### src/rtl/multiplier_sequencer_if.sv
// Operand/result handshake bundle between a producer/consumer and the
// multiplier sequencer.
//   inValid/inReady/inA/inB            : operand pair, valid/ready
//   outValid/outReady/outProduct/
//   outOverflow/outError               : registered result, valid/ready
// master = producer/consumer side, slave = sequencer side.
interface multiplier_sequencer_if #(
  parameter int WIDTH = 32
);
  logic             inValid;
  logic             inReady;
  logic [WIDTH-1:0] inA;
  logic [WIDTH-1:0] inB;
  logic             outValid;
  logic             outReady;
  logic [WIDTH-1:0] outProduct;
  logic             outOverflow;
  logic             outError;

  modport master (
    output inValid, inA, inB, outReady,
    input  inReady, outValid, outProduct, outOverflow, outError
  );

  modport slave (
    input  inValid, inA, inB, outReady,
    output inReady, outValid, outProduct, outOverflow, outError
  );
endinterface

### src/rtl/multiplier_sequencer.sv
// Upstream controller for the register-wrapped multiplier. Accepts an
// operand pair, steps the multiplier through load / read inputs / write
// output / read output, captures product, overflow and access-error status,
// and holds one registered result until the consumer takes it.
// Ports:
//   clk, reset          : clock (rising edge), async active-high reset
//   bus (slave)         : operand and result valid/ready handshakes
//   mulA, mulB          : operands to the multiplier, registered at accept
//   mulWriteEnable*/mulReadEnable*/mulReset* : multiplier register controls
//   mulProduct, mulOverflow, mulAccessError* : multiplier status inputs
//   busy                : high whenever not idle
//   opCount             : number of results delivered, wrapping
module multiplier_sequencer #(
  parameter int WIDTH       = 32,
  parameter int WAIT_CYCLES = 1,
  parameter int ERR_ABORT   = 1,
  parameter int CNT_WIDTH   = 16
) (
  input  logic                 clk,
  input  logic                 reset,
  multiplier_sequencer_if.slave bus,
  output logic [WIDTH-1:0]     mulA,
  output logic [WIDTH-1:0]     mulB,
  output logic                 mulWriteEnableA,
  output logic                 mulWriteEnableB,
  output logic                 mulReadEnableA,
  output logic                 mulReadEnableB,
  output logic                 mulWriteEnableOut,
  output logic                 mulReadEnableOut,
  output logic                 mulResetA,
  output logic                 mulResetB,
  output logic                 mulResetOut,
  input  logic [WIDTH-1:0]     mulProduct,
  input  logic                 mulOverflow,
  input  logic                 mulAccessErrorA,
  input  logic                 mulAccessErrorB,
  input  logic                 mulAccessErrorOut,
  output logic                 busy,
  output logic [CNT_WIDTH-1:0] opCount
);

  typedef enum logic [2:0] {
    IDLE, LOAD, COMPUTE, CAPTURE, READ, RESP, ABORT
  } state_t;

  state_t         state, next_state;
  logic [3:0]     cnt;
  logic           err_flag;
  logic           any_err;
  logic           in_seq;
  logic [WIDTH-1:0] prod_q;
  logic           ovf_q;

  assign any_err = mulAccessErrorA | mulAccessErrorB | mulAccessErrorOut;
  assign in_seq  = (state == LOAD) || (state == COMPUTE) ||
                   (state == CAPTURE) || (state == READ);

  always_ff @(posedge clk or posedge reset) begin
    if (reset) state <= IDLE;
    else       state <= next_state;
  end

  always_comb begin
    next_state = state;
    case (state)
      IDLE:    if (bus.inValid) next_state = LOAD;
      LOAD:    next_state = COMPUTE;
      COMPUTE: if (cnt == '0) next_state = CAPTURE;
      CAPTURE: next_state = READ;
      READ:    if (cnt == '0) next_state = RESP;
      RESP:    if (bus.outReady) next_state = IDLE;
      ABORT:   next_state = RESP;
      default: next_state = IDLE;
    endcase
    if ((ERR_ABORT != 0) && in_seq && any_err) next_state = ABORT;
  end

  // Moore enable decode: exactly one group per state.
  always_comb begin
    mulWriteEnableA   = 1'b0;
    mulWriteEnableB   = 1'b0;
    mulReadEnableA    = 1'b0;
    mulReadEnableB    = 1'b0;
    mulWriteEnableOut = 1'b0;
    mulReadEnableOut  = 1'b0;
    mulResetA         = 1'b0;
    mulResetB         = 1'b0;
    mulResetOut       = 1'b0;
    case (state)
      LOAD:    begin mulWriteEnableA = 1'b1; mulWriteEnableB = 1'b1; end
      COMPUTE: begin mulReadEnableA  = 1'b1; mulReadEnableB  = 1'b1; end
      CAPTURE: mulWriteEnableOut = 1'b1;
      READ:    mulReadEnableOut  = 1'b1;
      ABORT:   begin mulResetA = 1'b1; mulResetB = 1'b1; mulResetOut = 1'b1; end
      default: ;
    endcase
  end

  assign bus.inReady     = (state == IDLE);
  assign bus.outValid    = (state == RESP);
  assign busy            = (state != IDLE);
  assign bus.outProduct  = prod_q;
  assign bus.outOverflow = ovf_q;
  assign bus.outError    = err_flag;

  // cnt is shared: WAIT_CYCLES-1 down to 0 in COMPUTE, then 1 down to 0 in READ.
  always_ff @(posedge clk or posedge reset) begin
    if (reset) begin
      mulA     <= '0;
      mulB     <= '0;
      cnt      <= '0;
      err_flag <= 1'b0;
      prod_q   <= '0;
      ovf_q    <= 1'b0;
      opCount  <= '0;
    end else begin
      if (state == IDLE && bus.inValid) begin
        mulA     <= bus.inA;
        mulB     <= bus.inB;
        err_flag <= 1'b0;
      end
      if (in_seq && any_err) err_flag <= 1'b1;
      case (state)
        LOAD:    cnt <= 4'(WAIT_CYCLES - 1);
        COMPUTE: if (cnt != '0) cnt <= cnt - 1'b1;
        CAPTURE: cnt <= 4'd1;
        READ:    if (cnt != '0) cnt <= cnt - 1'b1;
        default: ;
      endcase
      if (state == READ && next_state == RESP) begin
        prod_q <= mulProduct;
        ovf_q  <= mulOverflow;
      end
      if (state == ABORT) begin
        prod_q <= '0;
        ovf_q  <= 1'b0;
      end
      if (state == RESP && bus.outReady) opCount <= opCount + 1'b1;
    end
  end

endmodule

### src/flat_wrapper.sv
// flat-port wrapper written by rule: the top's interface ports become plain ports
module multiplier_sequencer_flat 
#(
  parameter int WIDTH       = 32,
  parameter int WAIT_CYCLES = 1,
  parameter int ERR_ABORT   = 1,
  parameter int CNT_WIDTH   = 16
)
  (clk, reset, mulA, mulB, mulWriteEnableA, mulWriteEnableB, mulReadEnableA, mulReadEnableB, mulWriteEnableOut, mulReadEnableOut, mulResetA, mulResetB, mulResetOut, mulProduct, mulOverflow, mulAccessErrorA, mulAccessErrorB, mulAccessErrorOut, busy, opCount, bus_inValid, bus_inA, bus_inB, bus_outReady, bus_inReady, bus_outValid, bus_outProduct, bus_outOverflow, bus_outError);
  multiplier_sequencer_if #(.WIDTH(WIDTH)) bus_i ();
  input  logic clk;
  input  logic reset;
  output logic [WIDTH-1:0] mulA;
  output logic [WIDTH-1:0] mulB;
  output logic mulWriteEnableA;
  output logic mulWriteEnableB;
  output logic mulReadEnableA;
  output logic mulReadEnableB;
  output logic mulWriteEnableOut;
  output logic mulReadEnableOut;
  output logic mulResetA;
  output logic mulResetB;
  output logic mulResetOut;
  input  logic [WIDTH-1:0] mulProduct;
  input  logic mulOverflow;
  input  logic mulAccessErrorA;
  input  logic mulAccessErrorB;
  input  logic mulAccessErrorOut;
  output logic busy;
  output logic [CNT_WIDTH-1:0] opCount;
  input wire logic [$bits(bus_i.inValid)-1:0] bus_inValid;
  input wire logic [$bits(bus_i.inA)-1:0] bus_inA;
  input wire logic [$bits(bus_i.inB)-1:0] bus_inB;
  input wire logic [$bits(bus_i.outReady)-1:0] bus_outReady;
  output wire logic [$bits(bus_i.inReady)-1:0] bus_inReady;
  output wire logic [$bits(bus_i.outValid)-1:0] bus_outValid;
  output wire logic [$bits(bus_i.outProduct)-1:0] bus_outProduct;
  output wire logic [$bits(bus_i.outOverflow)-1:0] bus_outOverflow;
  output wire logic [$bits(bus_i.outError)-1:0] bus_outError;
  assign bus_i.inValid = bus_inValid;
  assign bus_i.inA = bus_inA;
  assign bus_i.inB = bus_inB;
  assign bus_i.outReady = bus_outReady;
  assign bus_inReady = bus_i.inReady;
  assign bus_outValid = bus_i.outValid;
  assign bus_outProduct = bus_i.outProduct;
  assign bus_outOverflow = bus_i.outOverflow;
  assign bus_outError = bus_i.outError;
  multiplier_sequencer #(.WIDTH(WIDTH), .WAIT_CYCLES(WAIT_CYCLES), .ERR_ABORT(ERR_ABORT), .CNT_WIDTH(CNT_WIDTH)) u_core (.clk(clk), .reset(reset), .bus(bus_i), .mulA(mulA), .mulB(mulB), .mulWriteEnableA(mulWriteEnableA), .mulWriteEnableB(mulWriteEnableB), .mulReadEnableA(mulReadEnableA), .mulReadEnableB(mulReadEnableB), .mulWriteEnableOut(mulWriteEnableOut), .mulReadEnableOut(mulReadEnableOut), .mulResetA(mulResetA), .mulResetB(mulResetB), .mulResetOut(mulResetOut), .mulProduct(mulProduct), .mulOverflow(mulOverflow), .mulAccessErrorA(mulAccessErrorA), .mulAccessErrorB(mulAccessErrorB), .mulAccessErrorOut(mulAccessErrorOut), .busy(busy), .opCount(opCount));
endmodule
### config.mk
export PLATFORM = sky130hd
export DESIGN_NAME = multiplier_sequencer_flat
export DESIGN_NICKNAME = d
export VERILOG_FILES = /design/src/rtl/multiplier_sequencer_if.sv /design/src/rtl/multiplier_sequencer.sv /design/src/flat_wrapper.sv
export SDC_FILE = /design/constraint.sdc
export NUM_CORES = 1
export LEC_CHECK = 0
export ABC_AREA = 1
export CORE_MARGIN = 3
export CORE_UTILIZATION = 40
export DETAILED_ROUTE_END_ITERATION = 8
export PLACE_DENSITY = 0.77
export SYNTH_ARGS = -nofsm -noshare
export SYNTH_HDL_FRONTEND = slang
export SYNTH_SLANG_ARGS = --single-unit
### constraint.sdc
create_clock -name clk -period 4.55 [get_ports clk]
set_clock_uncertainty 0.05 [all_clocks]
set_input_delay 0.91 -clock clk [delete_from_list [all_inputs] [get_ports clk]]
set_output_delay 0.91 -clock clk [all_outputs]
set_load 0.05 [all_outputs]
**Word level (Yosys, flattened, before mapping)**

Cells that the tools add are included.

- Shift-type cells: 0
- $mul: 0
- $add $sub $neg: 2
- Reduce and logical (&&, ||, !) cells: 16
- Muxes and demuxes: 19
- Equal/unequal tests: 8
- Order comparisons: 0
- Bitwise logic cells: 2
- Divide/modulo/power cells: 0

Operators with widths:

| cell | number |
|---|---|
| two-way mux 32 bit | 2 |
| one-hot mux 3 bit (7 select lines) | 1 |
| adder 16 x 1 -> 16 bit (second input constant) | 1 |
| two-way mux 3 bit | 5 |
| == test 3 bit (second input constant) | 4 |
| one-hot mux 4 bit (3 select lines) | 1 |
| two-way mux 1 bit | 9 |
| == test 3 x 2 -> 1 bit (second input constant) | 2 |
| nonzero test 3 bit | 2 |
| logical AND 1 bit | 4 |
| zero test 4 bit | 1 |
| two-way mux 4 bit | 1 |
| nonzero test 2 bit | 2 |
| nonzero test 4 bit | 1 |
| subtractor 4 x 1 -> 4 bit (second input constant) | 1 |
| == test 3 x 1 -> 1 bit (second input constant) | 1 |
| zero test 3 bit | 1 |
| logical OR 1 bit | 3 |
| != test 2 x 1 -> 1 bit (second input constant) | 1 |
| bitwise OR 1 bit | 2 |
| AND reduction 2 bit | 1 |
| OR reduction 2 bit | 1 |

- Memories kept: 0
- Bits in latches: 0
- Bits in registers: 121
- Logic and storage cells: 55
- Bits in writable memories: 0
- Bits of input ports: 104
- ROM bits: 0
- Output and inout bits: 126

**Depth between registers and ports, before layout**

Gate-level depths: netlist of run 1.

- Word-level depth: 10
- Depth in mapped cells: 11
- Mapped depth without buffers: 9

**Least setup slack after synthesis of run 1**

No wires, ideal clock.

- Path type: reg2out
- Start point: register u_core.state[0]
- End point: output port mulResetB
- Stages on the path, launching flop included: 5
- Setup slack: 1.896 ns
- Buffers on the path: 1
- Required time: 3.590 ns
- Data arrival time: 1.694 ns
- Cells stage by stage: dfrtp_1 inv_1 nand2_1 nor2_1 buf_4

- Word-level cells in the longest chain between the ends: 2

Ends and longest elaborated chain:

| element | line | text |
|---|---|---|
| start, declared | multiplier_sequencer.sv:46 | `state_t state, next_state;` |
| start signal, assigned | multiplier_sequencer.sv:60 | `else state <= next_state;` |
| == test 3 bit | -- |  |
| two-way mux 1 bit | -- |  |
| end, declared | flat_wrapper.sv:22 | `output logic mulResetB;` |

Every way passes these cells.

**Worst setup path in the final report of run 1**

- Start point: register u_core.state[1]
- End point: output port mulResetOut

- Word-level cells in the longest chain between the ends: 2

Ends and longest elaborated chain:

| element | line | text |
|---|---|---|
| == test 3 bit | multiplier_sequencer.sv:89 | `case (state)` |
| two-way mux 1 bit | multiplier_sequencer.sv:89 |  |
| end, declared | flat_wrapper.sv:23 | `output logic mulResetOut;` |

Every way passes these cells.

==> results of run 1 <==
==> power by group <==
| group | switching [mW] | internal (mW) | total (mW) | leakage, nW |
|---|---|---|---|---|
| combinational | 2.24 | 0.979 | 3.21 | 2.05 |
| sequential | 0.257 | 1.45 | 1.70 | 1.56 |
| clock | 0.429 | 0.715 | 1.14 | 0.253 |
| total | 2.92 | 3.14 | 6.06 | 3.87 |
==> flip-flops by register name, summed over array words and instances, names as in the netlist <==
name	flops
u_core.state	3
u_core.cnt	4
u_core.bus.outProduct	32
u_core.opCount	16
u_core.mulA	32
u_core.bus.outError	1
u_core.bus.outOverflow	1
u_core.mulB	32
==> cell usage after synthesis, types with 2 or more instances <==
master / instances
o31ai_1: 2
nand2_1: 267
nor2_2: 4
inv_1: 18
a21oi_1: 2
nor2_1: 16
nand4_1: 37
buf_4: 10
ha_1: 3
nand3_4: 2
and2_1: 2
xor2_1: 7
clkbuf_1: 4
nand3b_1: 2
xnor2_1: 6
nand3_1: 42
inv_2: 5
nor3b_1: 3
buf_2: 18
nand2_2: 6
dfrtp_1: 121
o21ai_0: 6
nor3_1: 4
==> logic make-up (layout without fill, tap and decap cells) <==
group	count (synthesis)	count (layout)	synth area share [%]
and+or+nand+nor	389	389	32.7
xor gates and xnor gates	13	13	2.16
buffers and inverters	58	282	5.64
DFF	121	121	57.6
AOI/OAI and AO/OA	11	11	1.21
adders and majority gates	3	3	0.714
==> worst reg2reg max path, cell delays in order, from the launching register on <==
cell and delay [ns]:
dfrtp_1 0.50, nor2_4 0.16, inv_2 0.04, nor2_2 0.14, nand2_2 0.29, nand3_4 0.45
nand3_4 0.40, nand3_1 0.19, nand2_1 0.08
==> final timing paths <==
path / depth (start not counted) / start / slack (ns) / endpoint
worst max-delay path: 3 / u_core.state[1] / 1.24 / mulResetOut
worst min-delay path: 2 / u_core.mulB[29] / 0.43 / u_core.mulB[29]
worst max register to register: 8 / u_core.state[1] / 2.14 / u_core.bus.outProduct[19]
worst min register to register: 2 / u_core.mulB[29] / 0.43 / u_core.mulB[29]
max in group asynchronous: 3 / reset / 2.69 / u_core.mulB[9]
min in group asynchronous: 2 / reset / 0.96 / u_core.mulB[2]
==> routing by layer <==
layer / wire length [um] / share of wire, % / vias up / global-route usage (%)
met5: 0 / 0 / - / 0
met4: 284 / 1.9 / 0 / 8.29
met3: 1360 / 9.2 / 24 / 7.81
met2: 7140 / 48 / 207 / 34.2
met1: 5990 / 41 / 2328 / 24.5
li1: - / - / 2326 / -
==> layout make-up <==
| cell class | count | area (um2) |
|---|---|---|
| fillers | 1099 | 4630 |
| repair buffers | 232 | 2330 |
| flip-flops and latches | 121 | 3030 |
| multi-input cells | 416 | 1940 |
| inverters | 23 | 88.8 |
| well taps | 172 | 215 |
| clock inverters | 5 | 25.0 |
| clock buffers | 22 | 474 |
==> metrics by stage <==
step	hold slack (ns)	utilization (%)	power, mW	area, um2
final	0.425	63.6	6.06	8090
after floorplan	0.403	-	3.90	5260
after global placement	0.410	59.7	4.87	7590
after detailed placement	0.414	59.7	4.94	7590
after global routing	0.441	63.6	6.37	8090
after CTS	0.428	63.6	6.12	8090
==> flow_metrics.env, run 1 <==
export IMPL_outcome="complete, no violations"
export IMPL_maxSlewHeadroom_pct=30.5
export IMPL_startpoint_type="flip-flop"
export IMPL_fin_nets=918
export IMPL_hold_buffers=0
export IMPL_pre_cts_slack_ns=1.61
export IMPL_vias=4885
export IMPL_routed_wl_mm=14.8
export IMPL_cts_resized=0
export IMPL_yosysTopAreaCell="dfrtp_1"
export IMPL_final_cells=991
export IMPL_wl_per_cell_um=14.9
export IMPL_syn_nets=702
export IMPL_final_hold_violation_count=0
export IMPL_cts_root_buf="clkbuf_16"
export IMPL_yosys_warnings=0
export IMPL_worstSetupPathType="reg -> out"
export IMPL_drive_gt1_share_pct=6.11
export IMPL_start_util_pct=41.3
export IMPL_die_w_um=121
export IMPL_first_pass_iters=5
export IMPL_gp_congestion=0.847
export IMPL_port_buffers=229
export IMPL_required_ns=3.59
export IMPL_setup_violations=0
export IMPL_ys_top_cells_by_area="dfrtp_1 (58%), nand2_1 (19%), nand4_1 (4.4%), nand3_1 (4.0%), buf_2 (1.7%)"
export IMPL_hpwl_mm=10.7
export IMPL_synth_edf_count=0
export IMPL_clockBufferDepth=2
export IMPL_cts_setup_buffers=0
export IMPL_num_rows=41
export IMPL_cts_tree="done"
export IMPL_final_common_cell="nand2_1"
export IMPL_hold_path_class="reg -> reg"
export IMPL_postSynth_asyncResetShare_pct=100
export IMPL_end_kind="primary output"
export IMPL_critPathTopFamily="buffers and inverters"
export IMPL_htree_levels=4
export IMPL_post_drt_via_cell_ratio=4.93
export IMPL_numPlacedInstances=964
export IMPL_tns_ns=0
export IMPL_worst_pin_slew_ns=1.04
export IMPL_syn_area_per_cell_um2=8.84
export IMPL_crit_fanout=8
export IMPL_ant_nets=0
export IMPL_ir_worst_vdd_v=0.000304
export IMPL_syn_to_final_growth_pct=53.9
export IMPL_core_area_um2=12700
export IMPL_grt_pass1_wl_mm=24.1
export IMPL_drtIter0Drc=217
export IMPL_fmax_mhz=302
export IMPL_fin_crit_sh_pct=72.8
export IMPL_insertion_delay_ns=0.41
export IMPL_worst_ep_arrival_time_ns=2.35
export IMPL_antenna_found_initial=0
export IMPL_ys_seq_area_share_pct=57.6
export IMPL_critPathMaxStageDelay_ns=0.90
export IMPL_clock_sinks=121
export IMPL_maxCapViolCount=0
export IMPL_slew_violations=0
export IMPL_gr_total_overflow=0
export IMPL_synthCells=595
export IMPL_ios=230
export IMPL_layout_common_cells="nand2_1 (267), clkdlybuf4s50_1 (229), dfrtp_1 (121), nand3_1 (42), nand4_1 (37)"
export IMPL_netlist_area_um2=5260
export IMPL_dieArea_um2=14600
export IMPL_ys_flop_type="dfrtp_1"
export IMPL_path_buf_inv=1
export IMPL_cts_made_buffers=17
export IMPL_diodes=0
export IMPL_powerDensity_nw_per_um2=749
export IMPL_track_usage_pct=20.8
export IMPL_die_y_um=121
export IMPL_ys_types=31
export IMPL_grt_max_degree=65
export IMPL_p_leak_nw=3.87
export IMPL_grt_setup_unrepaired="no"
export IMPL_cp_cell_sequence="nand2_1 > nor2_1 > clkdlybuf4s50_1"
export IMPL_fin_ws_ns=1.24
export IMPL_synth_seq_cells=121
export IMPL_synth_top_area_share_pct=57.6
export IMPL_path_clk_slew_ns=0.05
export IMPL_slowest_stage="clkdlybuf4s50_1"
export IMPL_fin_crit_ns=3.31
export IMPL_drcViolationCount=0
export IMPL_grt_pass1_vias=4915
(Power assumes the default switching activity.)
==> run 2, diff against run 1 <==
- CORE_UTILIZATION: 40 -> 38
- PLACE_DENSITY: 0.77 -> 0.76
- clock period: 4.55 -> 2.85 ns (I/O delays scaled with it)
==> run 2 against run 1 <==
Compared with the run above: final cell count up 1.7%; non-clock buffer count up 8; die area up 5.0%; clock-buffer cell count down 5; critical path type unchanged; critical endpoint is now mulWriteEnableB; largest cell class unchanged.
==> flow_metrics.env, run 2 (synthesized netlist as in run 1, its figures left out) <==
export IMPL_grt_pass1_vias=4537
export IMPL_critPathTopFamily="buffers and inverters"
export IMPL_startpoint_type="flip-flop"
export IMPL_vias=4769
export IMPL_rr_worst_depth=9
export IMPL_first_pass_iters=4
export IMPL_ios=230
export IMPL_critPathMaxStageDelay_ns=0.85
export IMPL_grt_max_degree=73
export IMPL_cts_root_buf="clkbuf_16"
export IMPL_worstSetupPathType="reg -> out"
export IMPL_holdPathStages=2
export IMPL_slowest_stage="clkdlybuf4s50_1"
export IMPL_routed_wl_mm=14.2
export IMPL_port_buffers=229
export IMPL_ir_worst_vdd_v=0.000610
export IMPL_hold_buffers=0
export IMPL_cts_tree="done"
export IMPL_cts_made_buffers=17
export IMPL_drcViolationCount=0
export IMPL_hp_start="u_core.mulB[20]"
export IMPL_cp_cell_sequence="inv_2 > nand2_1 > nor2_1 > clkdlybuf4s50_1"
export IMPL_maxCapViolCount=0
export IMPL_postPlaceCellArea_um2=7670
export IMPL_fin_area_um2=8370
export IMPL_wl_per_cell_um=14.1
export IMPL_die_y_um=124
export IMPL_drive_gt1_share_pct=7.81
export IMPL_worstReg2RegStart="u_core.state[1]"
export IMPL_tns_ns=0
export IMPL_end_kind="primary output"
export IMPL_hold_path_endpoint="u_core.mulB[20]"
export IMPL_core_area_um2=13400
export IMPL_die_w_um=124
export IMPL_syn_to_final_growth_pct=59.1
export IMPL_maxSlewHeadroom_pct=57.8
export IMPL_antenna_found_initial=0
export IMPL_fmax_mhz=366
export IMPL_insertion_delay_ns=0.41
export IMPL_clock_sinks=121
export IMPL_required_ns=2.23
export IMPL_worst_pin_slew_ns=0.633
export IMPL_gp_congestion=0.845
export IMPL_fin_crit_ns=2.73
export IMPL_r2r_end="u_core.bus.outProduct[8]"
export IMPL_p_leak_nw=4.00
export IMPL_clockBufferDepth=2
export IMPL_slew_violations=0
export IMPL_layout_common_cells="nand2_1 (267), clkdlybuf4s50_1 (226), dfrtp_1 (121), nand3_1 (42), nand4_1 (37)"
export IMPL_num_rows=42
export IMPL_grt_pass1_wl_mm=22.2
export IMPL_final_hold_violation_count=0
export IMPL_fin_nets=926
export IMPL_powerDensity_nw_per_um2=1240
export IMPL_ant_nets=0
export IMPL_start_util_pct=39.3
export IMPL_diodes=0
export IMPL_final_common_cell="nand2_1"
export IMPL_dieArea_um2=15300
export IMPL_path_clk_slew_ns=0.06
export IMPL_cts_resized=3
export IMPL_crit_fanout=6
export IMPL_setup_violations=0
export IMPL_drtIter0Drc=245
export IMPL_cts_setup_buffers=0
export IMPL_r2r_slack_ns=0.91
export IMPL_hpwl_mm=9.93
export IMPL_path_buf_inv=2
export IMPL_gr_total_overflow=0
export IMPL_hold_path_class="reg -> reg"
export IMPL_htree_levels=4
export IMPL_track_usage_pct=18.6
export IMPL_worst_ep_arrival_time_ns=2.11
export IMPL_post_drt_via_cell_ratio=4.73
export IMPL_grt_setup_unrepaired="no"
export IMPL_fin_crit_sh_pct=95.9
export IMPL_outcome="complete, no violations"
run 2: changes by cell type in the layout (fill, tap and decap cells not counted), sizes merged, moves of 3 or more:
| cell | previous run | this run |
|---|---|---|
| buf | 3 | 11 |
| bufinv | 0 | 7 |
| clkbuf | 22 | 17 |
| clkdlybuf4s50 | 229 | 226 |
| clkinvlp | 0 | 3 |
| dlygate4sd2 | 0 | 3 |
run 2: where the power goes:
part	switching, mW	internal, mW	total, mW
clock	0.785	1.73	2.52
sequential	0.357	2.31	2.67
combinational	3.59	1.61	5.20
total	4.74	5.65	10.4
run 2: area by class of cell:
cell class,count,area [um2]
Multi-Input combinational cell,416,1940
Clock inverter,15,274
Timing Repair Buffer,240,2400
Clock buffer,17,425
Inverter,23,90.1
Fill cell,1141,5030
Tap cell,176,220
Sequential cell,121,3030
run 2: how the worst max path moves through the flow:
stage | start | end | depth (start not counted)
after floorplan | u_core.state[0] | mulResetB | 4
after global placement | u_core.state[0] | mulResetOut | 4
after detailed placement | u_core.state[0] | mulResetB | 4
after CTS | u_core.state[2] | mulWriteEnableA | 4
after global routing | u_core.state[2] | mulWriteEnableA | 4
final | u_core.state[2] | mulWriteEnableB | 4
run 2: metrics by stage:
stage                     std cells  util, %  hold WS, ns  setup slack, ns  total power, mW
after global placement          976     57.3        0.411            0.428             7.90
final                          1008     62.5        0.425            0.118             10.4
after floorplan                 595        -        0.403            0.536             6.23
after CTS                      1008     62.5        0.429           0.0982             10.5
after detailed placement        976     57.3        0.414            0.408             7.94
after global routing           1008     62.5        0.440           0.0209             10.9
run 2: routing by layer:
layer / share of wire, % / global-route usage [%]
met3: 8.9 / 7.13
met4: 1.6 / 6.44
met1: 42 / 23.2
met2: 47 / 29.6
met5: 0 / 0
run 2: worst min-delay path, stage by stage, from the launching register on:
cell     delay, ns
dfrtp_1       0.34
nand2_1       0.05
nand2_1       0.05
==> run 3, diff against run 2 <==
- CELL_PAD_IN_SITES_DETAIL_PLACEMENT: default -> 0
- CELL_PAD_IN_SITES_GLOBAL_PLACEMENT: default -> 1
- CORE_UTILIZATION: 38 -> 27
- PLACE_DENSITY: 0.76 -> default
- PLACE_DENSITY_LB_ADDON: default -> 0.1
==> run 3 against run 2 <==
Compared with the run above: final cell count increased by 8.1%; first-iteration DRC count increased by 2.0%; critical path depth decreased by 1; power decreased by 1.6%; die area increased by 39%; routed wire length increased by 16%; worst hold slack improved by 0.0020 ns; sequential cell count unchanged; largest power group unchanged; highest routed layer unchanged.
==> flow_metrics.env, run 3 (synthesized netlist as in run 1, its figures left out) <==
export IMPL_die_w_um=146
export IMPL_worstSetupPathType="reg -> out"
export IMPL_final_common_cell="nand2_1"
export IMPL_finish_utilization_pct=44.5
export IMPL_worst_pin_slew_ns=1.11
export IMPL_outcome="complete, no violations"
export IMPL_ant_nets=0
export IMPL_p_total_mw=10.2
export IMPL_drtIter0Drc=250
export IMPL_cts_setup_buffers=0
export IMPL_required_ns=2.23
export IMPL_powerDensity_nw_per_um2=1220
export IMPL_hold_path_class="reg -> reg"
export IMPL_grt_setup_unrepaired="no"
export IMPL_start_util_pct=27.8
export IMPL_clock_sinks=121
export IMPL_slew_violations=0
export IMPL_cts_resized=0
export IMPL_rr_worst_depth=8
export IMPL_startpoint_type="flip-flop"
export IMPL_p_leak_nw=3.98
export IMPL_crit_fanout=8
export IMPL_path_clk_slew_ns=0.06
export IMPL_cts_root_buf="clkbuf_16"
export IMPL_ir_worst_vdd_v=0.000428
export IMPL_first_pass_iters=4
export IMPL_track_usage_pct=15.8
export IMPL_drcViolationCount=0
export IMPL_worst_ep_arrival_time_ns=2.08
export IMPL_holdPathStages=2
export IMPL_diodes=0
export IMPL_drive_gt1_share_pct=7.47
export IMPL_setup_violations=0
export IMPL_fin_crit_ns=2.70
export IMPL_maxSlewHeadroom_pct=25.6
export IMPL_end_kind="primary output"
export IMPL_fmax_mhz=370
export IMPL_gp_congestion=0.762
export IMPL_hpwl_mm=11.4
export IMPL_htree_levels=4
export IMPL_worstReg2RegStart="u_core.state[1]"
export IMPL_antenna_found_initial=0
export IMPL_ios=230
export IMPL_dieArea_um2=21200
export IMPL_wl_per_cell_um=15.0
export IMPL_hp_start="u_core.mulA[28]"
export IMPL_cts_tree="done"
export IMPL_vias=4785
export IMPL_tns_ns=0
export IMPL_die_y_um=146
export IMPL_grt_max_degree=122
export IMPL_port_buffers=229
export IMPL_grt_pass1_vias=4786
export IMPL_maxCapViolCount=0
export IMPL_layout_common_cells="nand2_1 (267), clkdlybuf4s50_1 (226), dfrtp_1 (121), nand3_1 (42), nand4_1 (37)"
export IMPL_post_drt_via_cell_ratio=4.39
export IMPL_fin_crit_sh_pct=94.8
export IMPL_hold_path_endpoint="u_core.mulA[28]"
export IMPL_hold_buffers=0
export IMPL_r2r_end="u_core.bus.outProduct[3]"
export IMPL_num_rows=50
export IMPL_insertion_delay_ns=0.41
export IMPL_core_area_um2=18900
export IMPL_clockBufferDepth=2
export IMPL_r2r_slack_ns=0.87
export IMPL_routed_wl_mm=16.4
export IMPL_syn_to_final_growth_pct=59.8
export IMPL_fin_nets=924
export IMPL_cts_made_buffers=17
export IMPL_gr_total_overflow=0
export IMPL_final_hold_violation_count=0
export IMPL_grt_pass1_wl_mm=26.7
==> run 3: per-layer routing <==
metal	vias up	wire, um	share of wire, %	GRT usage, %
li1	2358	-	-	-
met1	2229	7240	44	20.4
met2	180	7420	45	24.2
met3	18	1490	9.1	6.60
met4	0	240	1.5	4.99
met5	-	0	0	0
==> run 3: worst max-delay path, stage by stage (launching register included) <==
cell and delay (ns):
dfrtp_1 0.55, nand2_1 0.12, nor2_1 0.17, clkdlybuf4s50_1 0.83
==> run 3: power by group <==
part,switching (mW),internal [mW]
logic,3.61,1.60
clock network,0.824,1.50
registers,0.380,2.31
total,4.81,5.41
==> run 3: per-stage QoR <==
stage                     area [um2]  std cells  setup WS (ns)  hold WS [ns]
after floorplan                 5260        595          0.536         0.403
after global placement          7760       1058          0.491         0.410
after detailed placement        7760       1058          0.457         0.415
after CTS                       8400       1090        0.00378         0.431
after global routing            8410       1090         0.0352         0.445
final                           8410       1090          0.149         0.427
==> run 3: worst max path at each step <==
stage | from | end | cells past startpoint
2_1_floorplan | u_core.state[0] | mulResetB | 4
3_3_place_gp | u_core.state[1] | mulResetB | 3
3_5_place_dp | u_core.state[1] | mulResetOut | 3
4_1_cts | u_core.state[1] | mulResetOut | 3
5_1_grt | u_core.state[1] | mulWriteEnableOut | 3
6_report | u_core.state[1] | mulWriteEnableOut | 3
==> run 3: cell type report <==
| class | count | area [um2] |
|---|---|---|
| flip-flops and latches | 121 | 3030 |
| clock inverters | 13 | 194 |
| well taps | 260 | 325 |
| fillers | 1836 | 10500 |
| multi-input cells | 416 | 1940 |
| inverters | 23 | 90.1 |
| repair buffers | 238 | 2390 |
| clock buffers | 19 | 443 |
